$ cat src/rtl/leb128_reader_pkg.sv
// rtl/leb128_reader_pkg.sv - shared loader constants: LEB128 length limit and reader state encodings
package leb128_reader_pkg;

    localparam int LEB_MAX_BYTES = 5;

    typedef enum logic [1:0] {
        LEB_IDLE   = 2'd0,
        LEB_FETCH  = 2'd1,
        LEB_FINISH = 2'd2,
        LEB_ERR    = 2'd3
    } leb_state_t;

    // Bit position of the payload of byte n (7 payload bits per byte)
    function automatic logic [5:0] leb_shift(input logic [2:0] n);
        return 6'(n) * 6'd7;
    endfunction

endpackage

$ cat src/rtl/leb128_reader.sv
// rtl/leb128_reader.sv - fetches and decodes one u32/i32 LEB128 value from ROM (optional LEB_TIMEOUT_EN)
module leb128_reader
    import leb128_reader_pkg::*;
#(
    parameter int MAX_BYTES      = LEB_MAX_BYTES,
    parameter int TIMEOUT_CYCLES = 16
) (
    input  logic        clk,
    input  logic        rst,
    input  logic        start,
    input  logic [31:0] start_addr,
    input  logic        is_signed,
    output logic [31:0] rom_addr,
    output logic        rom_read_en,
    input  logic [7:0]  rom_data,
    input  logic        rom_ready,
    output logic [31:0] value,
    output logic [31:0] next_addr,
    output logic [2:0]  byte_count,
    output logic        busy,
    output logic        done,
    output logic        error
);

    localparam logic [2:0] MAX_N = 3'(MAX_BYTES);

    if (MAX_BYTES < 1 || MAX_BYTES > 6 || TIMEOUT_CYCLES < 1 || TIMEOUT_CYCLES > 255) begin : g_param_check
        $error("leb128_reader: MAX_BYTES or TIMEOUT_CYCLES out of range");
    end

    leb_state_t  state, state_d;
    logic [31:0] cur_addr;
    logic        signed_q;
    logic [31:0] acc;
    logic [2:0]  n;
    logic [31:0] value_q;
    logic [31:0] next_addr_q;
    logic [2:0]  byte_count_q;

    logic [2:0]  n_inc;
    logic [5:0]  fill_sh;
    logic [31:0] acc_new;
    logic [31:0] final_val;
    logic        range_ok;
    logic        timed_out;

`ifdef LEB_TIMEOUT_EN
    localparam logic [7:0] TMO_LAST = 8'(TIMEOUT_CYCLES - 1);
    logic [7:0] tmo_cnt;

    // Per-byte wait counter; cleared outside FETCH and on every ROM response
    always_ff @(posedge clk) begin
        if (rst || state != LEB_FETCH || rom_ready) begin
            tmo_cnt <= '0;
        end else begin
            tmo_cnt <= tmo_cnt + 8'd1;
        end
    end

    assign timed_out = (state == LEB_FETCH) && !rom_ready && (tmo_cnt == TMO_LAST);
`else
    assign timed_out = 1'b0;
`endif

    // Datapath for the byte currently on rom_data: accumulate, sign-fill, length check
    always_comb begin
        n_inc     = n + 3'd1;
        fill_sh   = leb_shift(n_inc);
        acc_new   = acc | ({25'd0, rom_data[6:0]} << leb_shift(n));
        final_val = acc_new;
        if (signed_q && rom_data[6] && fill_sh < 6'd32) begin
            final_val = acc_new | ~((32'd1 << fill_sh) - 32'd1);
        end
        range_ok = 1'b1;
        if (n_inc == MAX_N) begin
            if (signed_q) begin
                range_ok = (rom_data[6:4] == {3{rom_data[3]}});
            end else begin
                range_ok = (rom_data[6:4] == 3'b000);
            end
        end
    end

    // State register
    always_ff @(posedge clk) begin
        if (rst) begin
            state <= LEB_IDLE;
        end else begin
            state <= state_d;
        end
    end

    // Next-state and per-state outputs
    always_comb begin
        state_d     = state;
        busy        = 1'b0;
        rom_read_en = 1'b0;
        done        = 1'b0;
        error       = 1'b0;
        case (state)
            LEB_IDLE: begin
                if (start) begin
                    state_d = LEB_FETCH;
                end
            end
            LEB_FETCH: begin
                busy        = 1'b1;
                rom_read_en = 1'b1;
                if (rom_ready) begin
                    if (!rom_data[7]) begin
                        state_d = range_ok ? LEB_FINISH : LEB_ERR;
                    end else if (n_inc == MAX_N) begin
                        state_d = LEB_ERR;
                    end
                end else if (timed_out) begin
                    state_d = LEB_ERR;
                end
            end
            LEB_FINISH: begin
                done    = 1'b1;
                state_d = LEB_IDLE;
            end
            LEB_ERR: begin
                error   = 1'b1;
                state_d = LEB_IDLE;
            end
            default: state_d = LEB_IDLE;
        endcase
    end

    // Request latching, byte accumulation and result registers
    always_ff @(posedge clk) begin
        if (rst) begin
            cur_addr     <= '0;
            signed_q     <= 1'b0;
            acc          <= '0;
            n            <= '0;
            value_q      <= '0;
            next_addr_q  <= '0;
            byte_count_q <= '0;
        end else if (state == LEB_IDLE && start) begin
            cur_addr <= start_addr;
            signed_q <= is_signed;
            acc      <= '0;
            n        <= '0;
        end else if (state == LEB_FETCH && rom_ready) begin
            acc      <= acc_new;
            n        <= n_inc;
            cur_addr <= cur_addr + 32'd1;
            // Results are captured with the final byte so they are valid while done is high
            if (!rom_data[7] && range_ok) begin
                value_q      <= final_val;
                byte_count_q <= n_inc;
                next_addr_q  <= cur_addr + 32'd1;
            end
        end
    end

    assign rom_addr   = cur_addr;
    assign value      = value_q;
    assign next_addr  = next_addr_q;
    assign byte_count = byte_count_q;

endmodule

$ cat config.mk
export PLATFORM = sky130hd
export DESIGN_NAME = leb128_reader
export DESIGN_NICKNAME = d
export VERILOG_FILES = /design/src/rtl/leb128_reader_pkg.sv /design/src/rtl/leb128_reader.sv
export SDC_FILE = /design/constraint.sdc
export NUM_CORES = 1
export LEC_CHECK = 0
export ABC_AREA = 1
export CORE_ASPECT_RATIO = 1.1
export CORE_UTILIZATION = 51
export CTS_CLUSTER_SIZE = 10
export DETAILED_ROUTE_END_ITERATION = 8
export PLACE_DENSITY = 0.8
export REMOVE_ABC_BUFFERS = 1
export SYNTH_ARGS = -nofsm -noshare
export SYNTH_HDL_FRONTEND = slang
export SYNTH_SLANG_ARGS = --single-unit
export TNS_END_PERCENT = 50
$ cat constraint.sdc
create_clock -name clk -period 2.8 [get_ports clk]
set_clock_uncertainty 0.05 [all_clocks]
set_input_delay 0.56 -clock clk [delete_from_list [all_inputs] [get_ports clk]]
set_output_delay 0.56 -clock clk [all_outputs]
set_load 0.005 [all_outputs]
==> impl_metrics.prom <==
# TYPE chip_impl_metric gauge
chip_impl_info{name="run_status",value="finished clean"} 1
chip_impl_metric{name="die_width",unit="µm"} 113
chip_impl_metric{name="final_net_count",unit=""} 1264
chip_impl_metric{name="grt.total_usage",unit=""} 0.294
chip_impl_metric{name="totalPowerFinal",unit="W"} 0.00513
chip_impl_metric{name="place.port_buffers",unit=""} 147
chip_impl_info{name="worst_path_most_repeated_cell",value="sky130_fd_sc_hd__nor2_1"} 1
chip_impl_metric{name="pin_count",unit=""} 148
chip_impl_metric{name="die_h",unit="µm"} 124
chip_impl_metric{name="initial_core_util",unit=""} 0.521
chip_impl_metric{name="cts_num_sinks",unit=""} 137
chip_impl_metric{name="syn-cell-area",unit="µm²"} 6890
chip_impl_metric{name="floorplan.die_area",unit="µm²"} 14000
chip_impl_metric{name="flow.area_growth_from_synthesis",unit="%"} 32.0
chip_impl_metric{name="postCtsSetupRepairBufs",unit=""} 0
chip_impl_info{name="hold_path.class",value="input pin to flop"} 1
chip_impl_metric{name="hold_buffers",unit=""} 0
chip_impl_metric{name="routed_wl",unit="µm"} 20100
chip_impl_metric{name="hold_viol_final",unit=""} 0
chip_impl_metric{name="cp.arrival",unit="ps"} 2760
chip_impl_metric{name="critPathMaxStageDelay",unit="ps"} 490
chip_impl_metric{name="post_synth_num_cell_types",unit=""} 31
chip_impl_metric{name="dr.pass1.iters",unit=""} 4
chip_impl_metric{name="routed-wl-met3",unit="µm"} 1230
chip_impl_metric{name="htree_levels",unit=""} 4
chip_impl_metric{name="fin_hold_ws",unit="ps"} 394
chip_impl_metric{name="sw_frac_of_total",unit=""} 0.259
chip_impl_metric{name="adder_cell_share_of_the_synthesized_area",unit=""} 0.0163
chip_impl_metric{name="syn_avg_cell_area",unit="µm²"} 6.40
chip_impl_metric{name="cp_max_fo",unit=""} 10
chip_impl_metric{name="core-area",unit="µm²"} 13200
chip_impl_metric{name="grt.overflow.total",unit=""} 0
chip_impl_metric{name="clkLatencyLatePin",unit="ps"} 430
chip_impl_metric{name="synth_seq_area_share",unit=""} 0.398
chip_impl_metric{name="synth-seq-cells",unit=""} 137
chip_impl_metric{name="diodes",unit=""} 0
chip_impl_metric{name="setup-violations-final",unit=""} 0
chip_impl_metric{name="internal-power",unit="W"} 0.00380
chip_impl_metric{name="max_cap_viol_count",unit=""} 0
chip_impl_metric{name="crit_required",unit="ps"} 3110
chip_impl_metric{name="synth.yosys.warnings",unit=""} 0
chip_impl_metric{name="wl_met2",unit="µm"} 9940
chip_impl_metric{name="ant_nets",unit=""} 0
chip_impl_metric{name="fp-row-count",unit=""} 44
chip_impl_metric{name="post_drt_wl_per_cell",unit="µm"} 14.5
chip_impl_metric{name="fmaxAchievable",unit="MHz"} 409
chip_impl_metric{name="cellPowerDensity",unit="nW/µm²"} 564
chip_impl_metric{name="tritoncts.num_buffers",unit=""} 17
chip_impl_metric{name="muxShareOfSynthArea",unit=""} 0
chip_impl_info{name="yosys.area.top_type",value="sky130_fd_sc_hd__dfxtp_1"} 1
chip_impl_metric{name="fin_setup_tns",unit="ps"} 0
chip_impl_metric{name="clock_power_share",unit=""} 0.454
chip_impl_metric{name="detailed_place_hpwl",unit="µm"} 13900
chip_impl_info{name="maxUsedRoutingLayer",value="met4"} 1
chip_impl_metric{name="post_route_cells_drive_above_1_share",unit=""} 0.0572
chip_impl_info{name="clockRootBuffer",value="sky130_fd_sc_hd__clkbuf_16"} 1
chip_impl_metric{name="post_synth_and_or_nand_nor_area_fraction",unit=""} 0.341
chip_impl_info{name="worst-setup-path-type",value="flop to flop"} 1
chip_impl_info{name="cp_cell_sequence",value="ha_1 -> nand2_1 -> nand2_4 -> inv_2 -> ha_1 -> nand3_1 -> o21ai_0 -> inv_1 -> nand2_2 -> nor2_1 -> nor2_1 -> nor2_1"} 1
chip_impl_metric{name="maximum_number_of_pins_on_one_net_before_global_route_repair",unit=""} 68
chip_impl_info{name="unrepaired_setup_endpoints_after_global_routing",value="no"} 1
chip_impl_info{name="cp-end-kind",value="flop"} 1
chip_impl_metric{name="slew-limit-headroom",unit=""} 0.543
chip_impl_metric{name="p_seq_frac",unit=""} 0.411
chip_impl_metric{name="timing_max_transition_violations_final",unit=""} 0
chip_impl_info{name="startpoint_type",value="flop"} 1
chip_impl_metric{name="worst_pin_slew",unit="ps"} 686
chip_impl_metric{name="remaining_drc_errors",unit=""} 0
chip_impl_metric{name="p_switching",unit="W"} 0.00133
chip_impl_metric{name="number_of_antenna_violations_at_the_first_check_in_global_routing",unit=""} 0
chip_impl_info{name="post_synth_main_area_contributors",value="sky130_fd_sc_hd__dfxtp_1, sky130_fd_sc_hd__nand2_1, sky130_fd_sc_hd__nor2_1"} 1
chip_impl_metric{name="synth_compound_area_frac",unit=""} 0.126
chip_impl_metric{name="initialDrtViolationCount",unit=""} 506
chip_impl_metric{name="netlist_instances",unit=""} 1077
chip_impl_metric{name="leakage",unit="nW"} 3.70
chip_impl_metric{name="vias_per_cell",unit=""} 5.24
chip_impl_metric{name="clk_pin_slew",unit="ps"} 60
chip_impl_metric{name="ir_drop",unit="mV"} 0.412
chip_impl_metric{name="share_comb_of_total_power",unit=""} 0.135
chip_impl_metric{name="number_of_global_route_vias_before_repair",unit=""} 6773
chip_impl_info{name="largest_family_of_logic_cells_by_synthesized_area",value="simple AND/OR/NAND/NOR gates"} 1
chip_impl_metric{name="grt_pass1_wl",unit="µm"} 32000
chip_impl_metric{name="gp_congestion",unit=""} 0.964
chip_impl_info{name="clock_tree_from_tritoncts",value="yes"} 1
chip_impl_metric{name="period_needed",unit="ps"} 2440
chip_impl_metric{name="final_min_period_over_clock_period",unit=""} 0.873
chip_impl_metric{name="yosysTopAreaCellShare",unit=""} 0.398
chip_impl_metric{name="wl_met1",unit="µm"} 8190
chip_impl_info{name="critical-path-slowest-cell",value="sky130_fd_sc_hd__dfxtp_1"} 1
chip_impl_metric{name="clk_path_buf_depth",unit=""} 2
chip_impl_metric{name="synth-xor-area-share",unit=""} 0.0191
chip_impl_metric{name="via_count",unit=""} 7259
chip_impl_metric{name="number_of_gates_given_a_new_drive_strength_after_cts",unit=""} 0
per-layer routing:
layer	vias up	track usage
met4	0	0.162
met1	3280	0.332
met5	-	0
li1	3658	-
met3	49	0.0521
met2	272	0.529
cell usage in the layout (no fill, tap or decap), drive strengths merged:
master           n
a21oi           95
a22oi            1
a31oi           19
and2             1
buf             19
bufinv           3
clkbuf          20
clkdlybuf4s50  146
clkinv           7
clkinvlp         3
dfxtp          137
ha               9
inv            118
nand2          337
nand3           23
nand3b           1
nand4           33
nor2           186
nor3             1
o211a            1
o211ai           2
o21a             1
o21ai           42
o21bai           2
o22ai            1
xnor2            3
xor2            12
worst max-delay path: cells and delay by family, from the launching register on:
kind	cells	cell delay (ps)
simple gates	7	1050
compound gates	1	70
buf+inv	2	200
flops	1	490
fa+ha+maj	2	520
final timing paths:
path,end,start,cells past startpoint,slack [ps]
worst min register to register,next_addr[10],next_addr[10],2,410
worst max register to register,value[15],n[1],12,360
worst min-delay path,rom_addr[2],rst,4,390
worst max-delay path,value[15],n[1],12,360
registers in the layout, summed over array words and instances (netlist names):
| name | flops |
|---|---|
| acc | 32 |
| next_addr | 32 |
| rom_addr | 32 |
| value | 32 |
| byte_count | 3 |
| n | 3 |
| state | 2 |
| signed_q | 1 |
layout make-up:
class                   instances  area, µm²
clock buffers                  20        467
clock inverters                12        146
fillers                      1171       4120
inverters                     119        447
multi-input cells             770       3460
flip-flops and latches        137       2740
well taps                     161        201
repair buffers                165       1630
through the flow:
step            util  worst slack [ps]  cells  instance area (µm²)
2_1_floorplan      -              -525   1026                 6650
6_report       0.688               355   1384                 9090
5_1_grt        0.688               151   1384                 9090
3_5_place_dp   0.641               403   1352                 8480
4_1_cts        0.688               396   1384                 9090
3_3_place_gp   0.641               488   1352                 8480
logic make-up after synthesis:
group / count (synthesis)
and+or+nand+nor: 582
buffers and inverters: 170
AOI/OAI and AO/OA: 164
DFF: 137
xor gates and xnor gates: 15
adders and majority gates: 9
cell usage after synthesis:
master and number:
sky130_fd_sc_hd__nand2_1 332, sky130_fd_sc_hd__nor2_1 179, sky130_fd_sc_hd__dfxtp_1 137, sky130_fd_sc_hd__inv_1 112
sky130_fd_sc_hd__a21oi_1 95, sky130_fd_sc_hd__o21ai_0 42, sky130_fd_sc_hd__nand4_1 33, sky130_fd_sc_hd__clkbuf_1 30
sky130_fd_sc_hd__nand3_1 21, sky130_fd_sc_hd__a31oi_1 19, sky130_fd_sc_hd__buf_2 15, sky130_fd_sc_hd__xor2_1 12
sky130_fd_sc_hd__ha_1 9, sky130_fd_sc_hd__nor2_2 7, sky130_fd_sc_hd__inv_2 5, sky130_fd_sc_hd__buf_4 4
sky130_fd_sc_hd__nand2_2 4, sky130_fd_sc_hd__xnor2_1 3, sky130_fd_sc_hd__buf_6 2, sky130_fd_sc_hd__clkinv_1 2
sky130_fd_sc_hd__nand3_2 2, sky130_fd_sc_hd__o211ai_1 2, sky130_fd_sc_hd__o21bai_1 2, sky130_fd_sc_hd__a22oi_1 1
sky130_fd_sc_hd__and2_1 1, sky130_fd_sc_hd__nand2_4 1, sky130_fd_sc_hd__nand3b_1 1, sky130_fd_sc_hd__nor3_1 1
sky130_fd_sc_hd__o211a_1 1, sky130_fd_sc_hd__o21a_1 1, sky130_fd_sc_hd__o22ai_1 1
power by group through the flow:
stage               Sequential (W)  Combinational (W)  Clock (W)
finish                     0.00211           0.000693    0.00233
detailed placement         0.00215           0.000685          0
floorplan                  0.00213           0.000330          0
global placement           0.00214           0.000678          0
CTS                        0.00210           0.000691    0.00234
global route               0.00212           0.000770    0.00244
Power figures use the tool's default switching activity.
